### config.mk
export PLATFORM = sky130hd
export DESIGN_NAME = imem_loader
export DESIGN_NICKNAME = d
export VERILOG_FILES = /design/src/rtl/imem_loader_pkg.sv /design/src/rtl/imem_loader_word_packer.sv /design/src/rtl/imem_loader.sv
export SDC_FILE = /design/constraint.sdc
export NUM_CORES = 1
export LEC_CHECK = 0
export CAP_MARGIN = 20
export CORE_ASPECT_RATIO = 0.8
export CORE_UTILIZATION = 46
export DETAILED_ROUTE_END_ITERATION = 8
export PLACE_DENSITY = 0.69
export SYNTH_ARGS = -nofsm -noshare
export SYNTH_HDL_FRONTEND = slang
export SYNTH_SLANG_ARGS = --single-unit
### constraint.sdc
create_clock -name clk -period 3.8 [get_ports clk]
set_input_delay 0.76 -clock clk [delete_from_list [all_inputs] [get_ports clk]]
set_output_delay 0.76 -clock clk [all_outputs]
set_load 0.03 [all_outputs]
### src/rtl/imem_loader_pkg.sv
// Shared types and default constants for the instruction-memory byte-stream loader.
package imem_loader_pkg;

  typedef enum logic [2:0] {
    IDLE = 3'd0,
    LEN  = 3'd1,
    DATA = 3'd2,
    SUM  = 3'd3,
    DONE = 3'd4,
    ERR  = 3'd5
  } state_t;

  localparam logic [7:0] SYNC_BYTE_DEF = 8'hA5;
  localparam int         MAX_WORDS_DEF = 64;
  localparam logic [7:0] BASE_ADDR_DEF = 8'h00;
  localparam int         WORD_W        = 32;

  // Byte address of word idx; 8-bit arithmetic wraps modulo 256 on purpose.
  function automatic logic [7:0] word_addr(input logic [7:0] base, input logic [5:0] idx);
    return base + {idx, 2'b00};
  endfunction

endpackage

### src/rtl/imem_loader_word_packer.sv
// 8->32 bit MSB-first packer; word_valid/word are combinational on the 4th byte so the
// top level can register the memory write in the same edge that accepts that byte.
module word_packer
  import imem_loader_pkg::*;
(
  input  logic              clk,
  input  logic              clr,
  input  logic              start,
  input  logic              byte_valid,
  input  logic [7:0]        byte_data,
  output logic              word_valid,
  output logic [WORD_W-1:0] word
);

  logic [1:0]  cnt_r;
  logic [23:0] shift_r;

  // Byte position counter and the three older bytes of the word in flight.
  always_ff @(posedge clk or posedge clr) begin
    if (clr) begin
      cnt_r   <= 2'd0;
      shift_r <= 24'd0;
    end else if (start) begin
      cnt_r   <= 2'd0;
      shift_r <= 24'd0;
    end else if (byte_valid) begin
      cnt_r   <= cnt_r + 2'd1;
      shift_r <= {shift_r[15:0], byte_data};
    end else begin
      cnt_r   <= cnt_r;
      shift_r <= shift_r;
    end
  end

  assign word_valid = byte_valid && (cnt_r == 2'd3);
  assign word       = {shift_r, byte_data};

endmodule

### src/rtl/imem_loader.sv
// Framed byte-stream program loader: checks SYNC/LEN/DATA/CHK frames, writes packed
// words to instruction memory and holds the core in clear until a frame verifies.
module imem_loader
  import imem_loader_pkg::*;
#(
  parameter logic [7:0] BASE_ADDR = BASE_ADDR_DEF,
  parameter logic [7:0] SYNC_BYTE = SYNC_BYTE_DEF,
  parameter int         MAX_WORDS = MAX_WORDS_DEF
) (
  input  logic              clk,
  input  logic              clr,
  input  logic              in_valid,
  input  logic [7:0]        in_data,
  output logic              in_ready,
  input  logic              reload,
  output logic              mem_wen,
  output logic [7:0]        mem_addr,
  output logic [WORD_W-1:0] mem_data,
  output logic              cpu_hold,
  output logic              done,
  output logic              err
);

  localparam logic [7:0] MAX_LEN = 8'(MAX_WORDS);

  state_t              state_r;
  state_t              state_nxt_s;
  logic                accept_s;
  logic                frame_start_s;
  logic                pack_valid_s;
  logic                word_valid_s;
  logic                last_word_s;
  logic [WORD_W-1:0]   word_s;
  logic [7:0]          len_r;
  logic [7:0]          sum_r;
  logic [6:0]          word_cnt_r;

  assign accept_s      = in_valid && in_ready;
  assign pack_valid_s  = accept_s && (state_r == DATA);
  assign frame_start_s = accept_s && (state_r == IDLE) && (in_data == SYNC_BYTE);
  assign last_word_s   = (({1'b0, word_cnt_r}) + 8'd1) == len_r;

  word_packer u_packer (
    .clk        (clk),
    .clr        (clr),
    .start      (frame_start_s),
    .byte_valid (pack_valid_s),
    .byte_data  (in_data),
    .word_valid (word_valid_s),
    .word       (word_s)
  );

  // Frame sequencing; reload is honoured only in the sticky DONE/ERR states.
  always_comb begin
    state_nxt_s = state_r;
    case (state_r)
      IDLE: begin
        if (frame_start_s) state_nxt_s = LEN;
        else               state_nxt_s = IDLE;
      end
      LEN: begin
        if (!accept_s)               state_nxt_s = LEN;
        else if (in_data > MAX_LEN)  state_nxt_s = ERR;
        else if (in_data == 8'd0)    state_nxt_s = SUM;
        else                         state_nxt_s = DATA;
      end
      DATA: begin
        if (word_valid_s && last_word_s) state_nxt_s = SUM;
        else                             state_nxt_s = DATA;
      end
      SUM: begin
        if (!accept_s)              state_nxt_s = SUM;
        else if (in_data == sum_r)  state_nxt_s = DONE;
        else                        state_nxt_s = ERR;
      end
      DONE, ERR: begin
        if (reload) state_nxt_s = IDLE;
        else        state_nxt_s = state_r;
      end
      default: state_nxt_s = IDLE;
    endcase
  end

  // State, counters, checksum and all registered outputs.
  always_ff @(posedge clk or posedge clr) begin
    if (clr) begin
      state_r    <= IDLE;
      len_r      <= 8'd0;
      sum_r      <= 8'd0;
      word_cnt_r <= 7'd0;
      in_ready   <= 1'b1;
      mem_wen    <= 1'b0;
      mem_addr   <= BASE_ADDR;
      mem_data   <= {WORD_W{1'b0}};
      cpu_hold   <= 1'b1;
      done       <= 1'b0;
      err        <= 1'b0;
    end else begin
      state_r  <= state_nxt_s;
      in_ready <= (state_nxt_s != DONE) && (state_nxt_s != ERR);
      cpu_hold <= (state_nxt_s != DONE);
      done     <= (state_nxt_s == DONE);
      err      <= (state_nxt_s == ERR);
      mem_wen  <= word_valid_s;

      if (word_valid_s) begin
        mem_addr <= word_addr(BASE_ADDR, word_cnt_r[5:0]);
        mem_data <= word_s;
      end else begin
        mem_addr <= mem_addr;
        mem_data <= mem_data;
      end

      if (accept_s && (state_r == LEN)) begin
        len_r      <= in_data;
        sum_r      <= in_data;
        word_cnt_r <= 7'd0;
      end else if (pack_valid_s) begin
        len_r      <= len_r;
        sum_r      <= sum_r + in_data;
        word_cnt_r <= word_valid_s ? word_cnt_r + 7'd1 : word_cnt_r;
      end else begin
        len_r      <= len_r;
        sum_r      <= sum_r;
        word_cnt_r <= word_cnt_r;
      end
    end
  end

endmodule

---- Word-level counts from Yosys, hierarchy flattened ----
Cells that the tools add are included.
storage, ports and cells
  register bits after elaboration ......... 95
  output and inout port bits .............. 45
  word-level logic and storage cells ...... 64
operators by class
  $add $sub $neg .......................... 4
  $lt $le $gt $ge ......................... 1
  equal/unequal tests ..................... 13
  muxes and demuxes ....................... 18
  reductions and logical operators ........ 15
operators by type and width
  cell                                                           count
  two-way mux 24 bit                                             2
  two-way mux 7 bit                                              3
  == test 8 bit                                                  2
  two-way mux 8 bit                                              2
  one-hot mux 3 bit (5 select lines)                             1
  == test 3 bit, second input constant                           4
  two-way mux 3 bit                                              4
  adder 7 x 1 -> 8 bit, second input constant                    1
  adder 8 bit                                                    1
  == test 8 bit, second input constant                           1
  greater-than comparator 8 x 7 -> 1 bit, second input constant  1
  logical AND 1 bit                                              8
  logical NOT 8 bit                                              1
  adder 7 x 1 -> 7 bit, second input constant                    1
  == test 3 x 2 -> 1 bit, second input constant                  2
  != test 3 bit, second input constant                           2
  nonzero test 2 bit                                             3
  two-way mux 1 bit                                              4
  two-way mux 2 bit                                              2
  == test 3 x 1 -> 1 bit, second input constant                  1
  logical NOT 3 bit                                              1
  adder 2 x 1 -> 2 bit, second input constant                    1
  == test 2 bit, second input constant                           1
  AND reduction 2 bit                                            1
  OR reduction 2 bit                                             1

---- Logic depth before layout (Yosys ltp) ----
  word-level depth ........................ 8
  depth in mapped cells ................... 9
  depth with buffers taken out ............ 9

---- By module ----
Synthesis repeated with hierarchy kept, for this count alone.
unflattened totals
  cell total of the unflattened synthesis .. 388
  area, all modules ....................... 4520.6 µm²
modules (own cells, without submodules)
  module       times used  cells each  area each (µm²)  sequential area each (µm²)
  imem_loader  1           293         3362.0           1729.2
  word_packer  1           95          1158.6           650.6

---- Worst setup path before layout ----
OpenSTA, ideal clock, no wires.
  path kind ............................... input -> register
  start ................................... input in_data[7]
  end ..................................... register u_packer.shift_r[3]
  library setup time ...................... 0.125 ns
  data arrival time ....................... 2.077 ns
  data required time ...................... 3.675 ns
  setup slack ............................. 1.598 ns
  stages on the path ...................... 6
  path buffers ............................ 1
  cells stage by stage .................... clkbuf_1 nor4b_1 nand4_1 nor2_1 nor2_1 mux2_2
between the ends
  longest elaborated chain between the ends .. 3
RTL lines
  item                                                             RTL line                       source
  start, declared                                                  imem_loader.sv:13              input logic [7:0] in_data,
  == test 8 bit (*)                                                imem_loader.sv:40              assign frame_start_s = accept_s && (state_r == IDLE) && (in_data == SYNC_BYTE);
  logical AND 1 bit (*)                                            imem_loader.sv:40
  two-way mux 24 bit / nonzero test 2 bit (equally long branches)  --
  end signal, assigned                                             imem_loader_word_packer.sv:28  shift_r <= {shift_r[15:0], byte_data};
  end signal, assigned                                             imem_loader_word_packer.sv:31  shift_r <= shift_r;
  end, declared                                                    imem_loader_word_packer.sv:16  logic [23:0] shift_r;
Mark *: on every way between the ends. The rest lies on a longest branch, timed or not.
A chain may end at the register's enable or synchronous reset.

---- Final worst setup path ----
  start ................................... input in_data[4]
  end ..................................... register done
between the ends
  longest elaborated chain between the ends .. 6
RTL lines
  item                                                                                            RTL line            source
  parallel branches: the longest is 4 deep, another holds greater-than comparator 8 x 7 -> 1 bit  --
  one-hot mux 3 bit (5 select lines) (*)                                                          imem_loader.sv:56   case (state_r)
  == test 3 bit (*)                                                                               imem_loader.sv:102  done <= (state_nxt_s == DONE);
  end signal, assigned                                                                            imem_loader.sv:102
  end, declared                                                                                   imem_loader.sv:20   output logic done,
Mark *: on every way between the ends.

==> reports/qor.yml <==
path_class: "primary input to flop"
io_buffers: 54
htree_levels: 3
post-cts-setup-buffers: 0
synth-xor-area-share_pct: 3.05
cp-end-kind: "flop"
core_area_sq_um: 9080
synth_compound_area_share_pct: 8.19
synthToLayoutAreaGrowth_pct: 22.7
num_vias: 3478
ctsResizeCount: 0
maxSlewHeadroom_pct: 50.3
slew_violations: 0
yosysTopAreaCellShare_pct: 54.0
antenna_found_initial: 0
numCtsBuffers: 9
reg2reg_from: "word_cnt_r[0]"
routed_via_density: 5.26
crit_required_ps: 4080
fin_hold_ws_ps: 472
yosysSeqAreaShare_pct: 55.2
r2r_slack_ps: 1430
grt_pass1_vias: 3259
worst_setup_path_start_kind: "primary input"
nets: 563
fin_crit_sh_pct: 69.6
hold_end: "mem_data[0]"
drtAntennaViolNets: 0
clk-insertion-delay-late_ps: 350
routabilityCongestion: 0.908
synth_edf_count: 0
antennaDiodeCount: 0
drt_iter0_drc: 229
start_util_pct: 47.5
synthAdderAreaFrac_pct: 3.08
hold_path_class: "flop to flop"
rsz0062_at_grt: "false"
grtUsageTotal_pct: 21.8
finalSetupViolCount: 0
max_clock_freq_mhz: 378
avgRoutedWirePerCell_um: 14.7
die_x_um: 110
cts_tree: "yes"
hold_start: "mem_data[0]"
cts_root_buf: "clkbuf_16"
syn_area_sq_um: 4310
cp_max_fo: 6
period_needed_ps: 2640
ys.flop_type: "dfrtp_1"
grt_pass1_wl_mm: 15.9
synth_cell_type_count: 46
clk_pin_slew_ps: 60
status: "complete, no violations"
fin_tns_setup_ps: 0
r2r_cells: 7
wl_mm: 9.69
synth-simple-area-share_pct: 26.0
tightestPinTransition_ps: 745
clock_sinks: 95
post-dp-hpwl_mm: 6.68
p_leak_nw: 2.56
cts_hold_buffers: 0
finalClockSkew_ps: 9.16
yosys-top-cells-count: "nand2_1 (212), dfrtp_1 (93), a21oi_1 (28)"
drive_gt1_share_pct: 6.41
hold-path-cell-count: 2
reg2reg_to: "done"
drc: 0
ys_top_cells_by_area: "dfrtp_1 (54%), nand2_1 (18%), a21oi_1 (3.3%)"
synth_top_family_by_area: "simple AND/OR/NAND/NOR gates"
cts_buffer_depth: 2
yosys_register_bits: 95
io-pin-count: 57
die_height_um: 88.6
crit_arrival_ps: 2920
p_per_area_nw_per_um2: 642
grt_max_degree: 51
async_flop_share_pct: 100
dpl_cell_area_sq_um: 4980
avgSynthCellArea_sq_um: 8.77
yosysWarnings: 0
drtPass1Iterations: 5
hold_viol_final: 0
finalInstanceArea_sq_um: 5290
syn_inst: 491
die-area_sq_um: 9760
yosysMostFrequentCell: "nand2_1"
overflow: 0
maxCapViolations: 0
synth_top_area_cell: "dfrtp_1"
peakVddDrop_mv: 0.357
rows: 31
muxShareOfSynthArea_pct: 1.07
==> cell type report <==
cell class              instances  area (sq um)
fillers                       812          3790
well taps                     115           144
inverters                       9          35.0
repair buffers                 64           628
multi-input cells             362          1790
clock buffers                  11           243
flip-flops and latches         95          2380
clock inverters                 5          65.1
==> state kept, by name (all words and copies together), names as in the netlist <==
register          cells
cpu_hold              1
mem_wen               1
u_packer.cnt_r        2
err                   1
mem_addr              6
mem_data             32
sum_r                 8
u_packer.shift_r     24
state_r               3
len_r                 8
done                  1
word_cnt_r            7
in_ready              1
==> critical path, stage by stage <==
cell             delay (ps)
clkdlybuf4s50_1         500
ha_1                    430
nor4_1                  340
nand4_1                 130
nand2_1                  80
a31oi_1                 110
a311oi_2                390
and2_1                  180
==> metrics by stage <==
stage / std cells / worst slack [ps] / utilization (%) / power [mW]
2_1_floorplan: 492 / 566 / - / 2.15
3_3_place_gp: 645 / 914 / 54.9 / 2.45
3_5_place_dp: 645 / 832 / 54.9 / 2.48
4_1_cts: 661 / 1180 / 58.2 / 3.41
5_1_grt: 661 / 1010 / 58.2 / 3.60
6_report: 661 / 1160 / 58.2 / 3.39
==> cells in the final DEF, fill, tap and decap left out, types with 2 or more instances in the layout <==
cell type        instances
mux2i_1                  2
a31oi_1                  2
xnor2_1                 10
inv_1                    7
nand2_1                212
conb_1                   2
dfstp_2                  2
nor4_1                   3
a21oi_1                 28
ha_1                     9
o31ai_1                  2
or3_1                    2
and2_1                   4
nor2_1                  17
nand3b_1                 2
nand4_1                  3
xor2_1                   5
dfrtp_1                 93
inv_6                    2
nor3_1                   8
clkdlybuf4s50_1         54
and3b_1                  2
clkinv_4                 2
buf_4                    9
o21ai_0                 16
nor2b_1                  4
clkbuf_16                9
o211ai_1                 4
a21o_1                   2
nand3_1                  7
==> power breakdown <==
part / switching [mW] / total, mW / internal, mW
Combinational: 0.545 / 0.978 / 0.433
Clock: 0.391 / 0.926 / 0.535
Sequential: 0.201 / 1.49 / 1.29
==> cells by family after synthesis <==
group / count (synthesis)
xor gates and xnor gates: 15
AOI/OAI and AO/OA: 60
and+or+nand+nor: 271
adders and majority gates: 10
buffers and inverters: 35
muxes: 4
DFF: 95
other: 1
==> worst max-delay path by stage <==
stage / to / start / slack [ps] / cells after the start
after floorplan: done / clr / 570 / 1
after global placement: sum_r[6] / in_valid / 910 / 6
after detailed placement: done / in_data[0] / 830 / 7
after CTS: done / in_data[4] / 1180 / 8
after global routing: done / in_data[4] / 1010 / 8
final: done / in_data[4] / 1160 / 8
==> metal layers <==
metal / routed length, um / share of wire, % / GRT usage, %
met1: 4640 / 48 / 30.4
met2: 4420 / 46 / 33.7
met3: 496 / 5.1 / 6.04
met4: 127 / 1.3 / 5.86
met5: 0 / 0 / 0
Note: power is estimated with default switching activity, not from simulation.
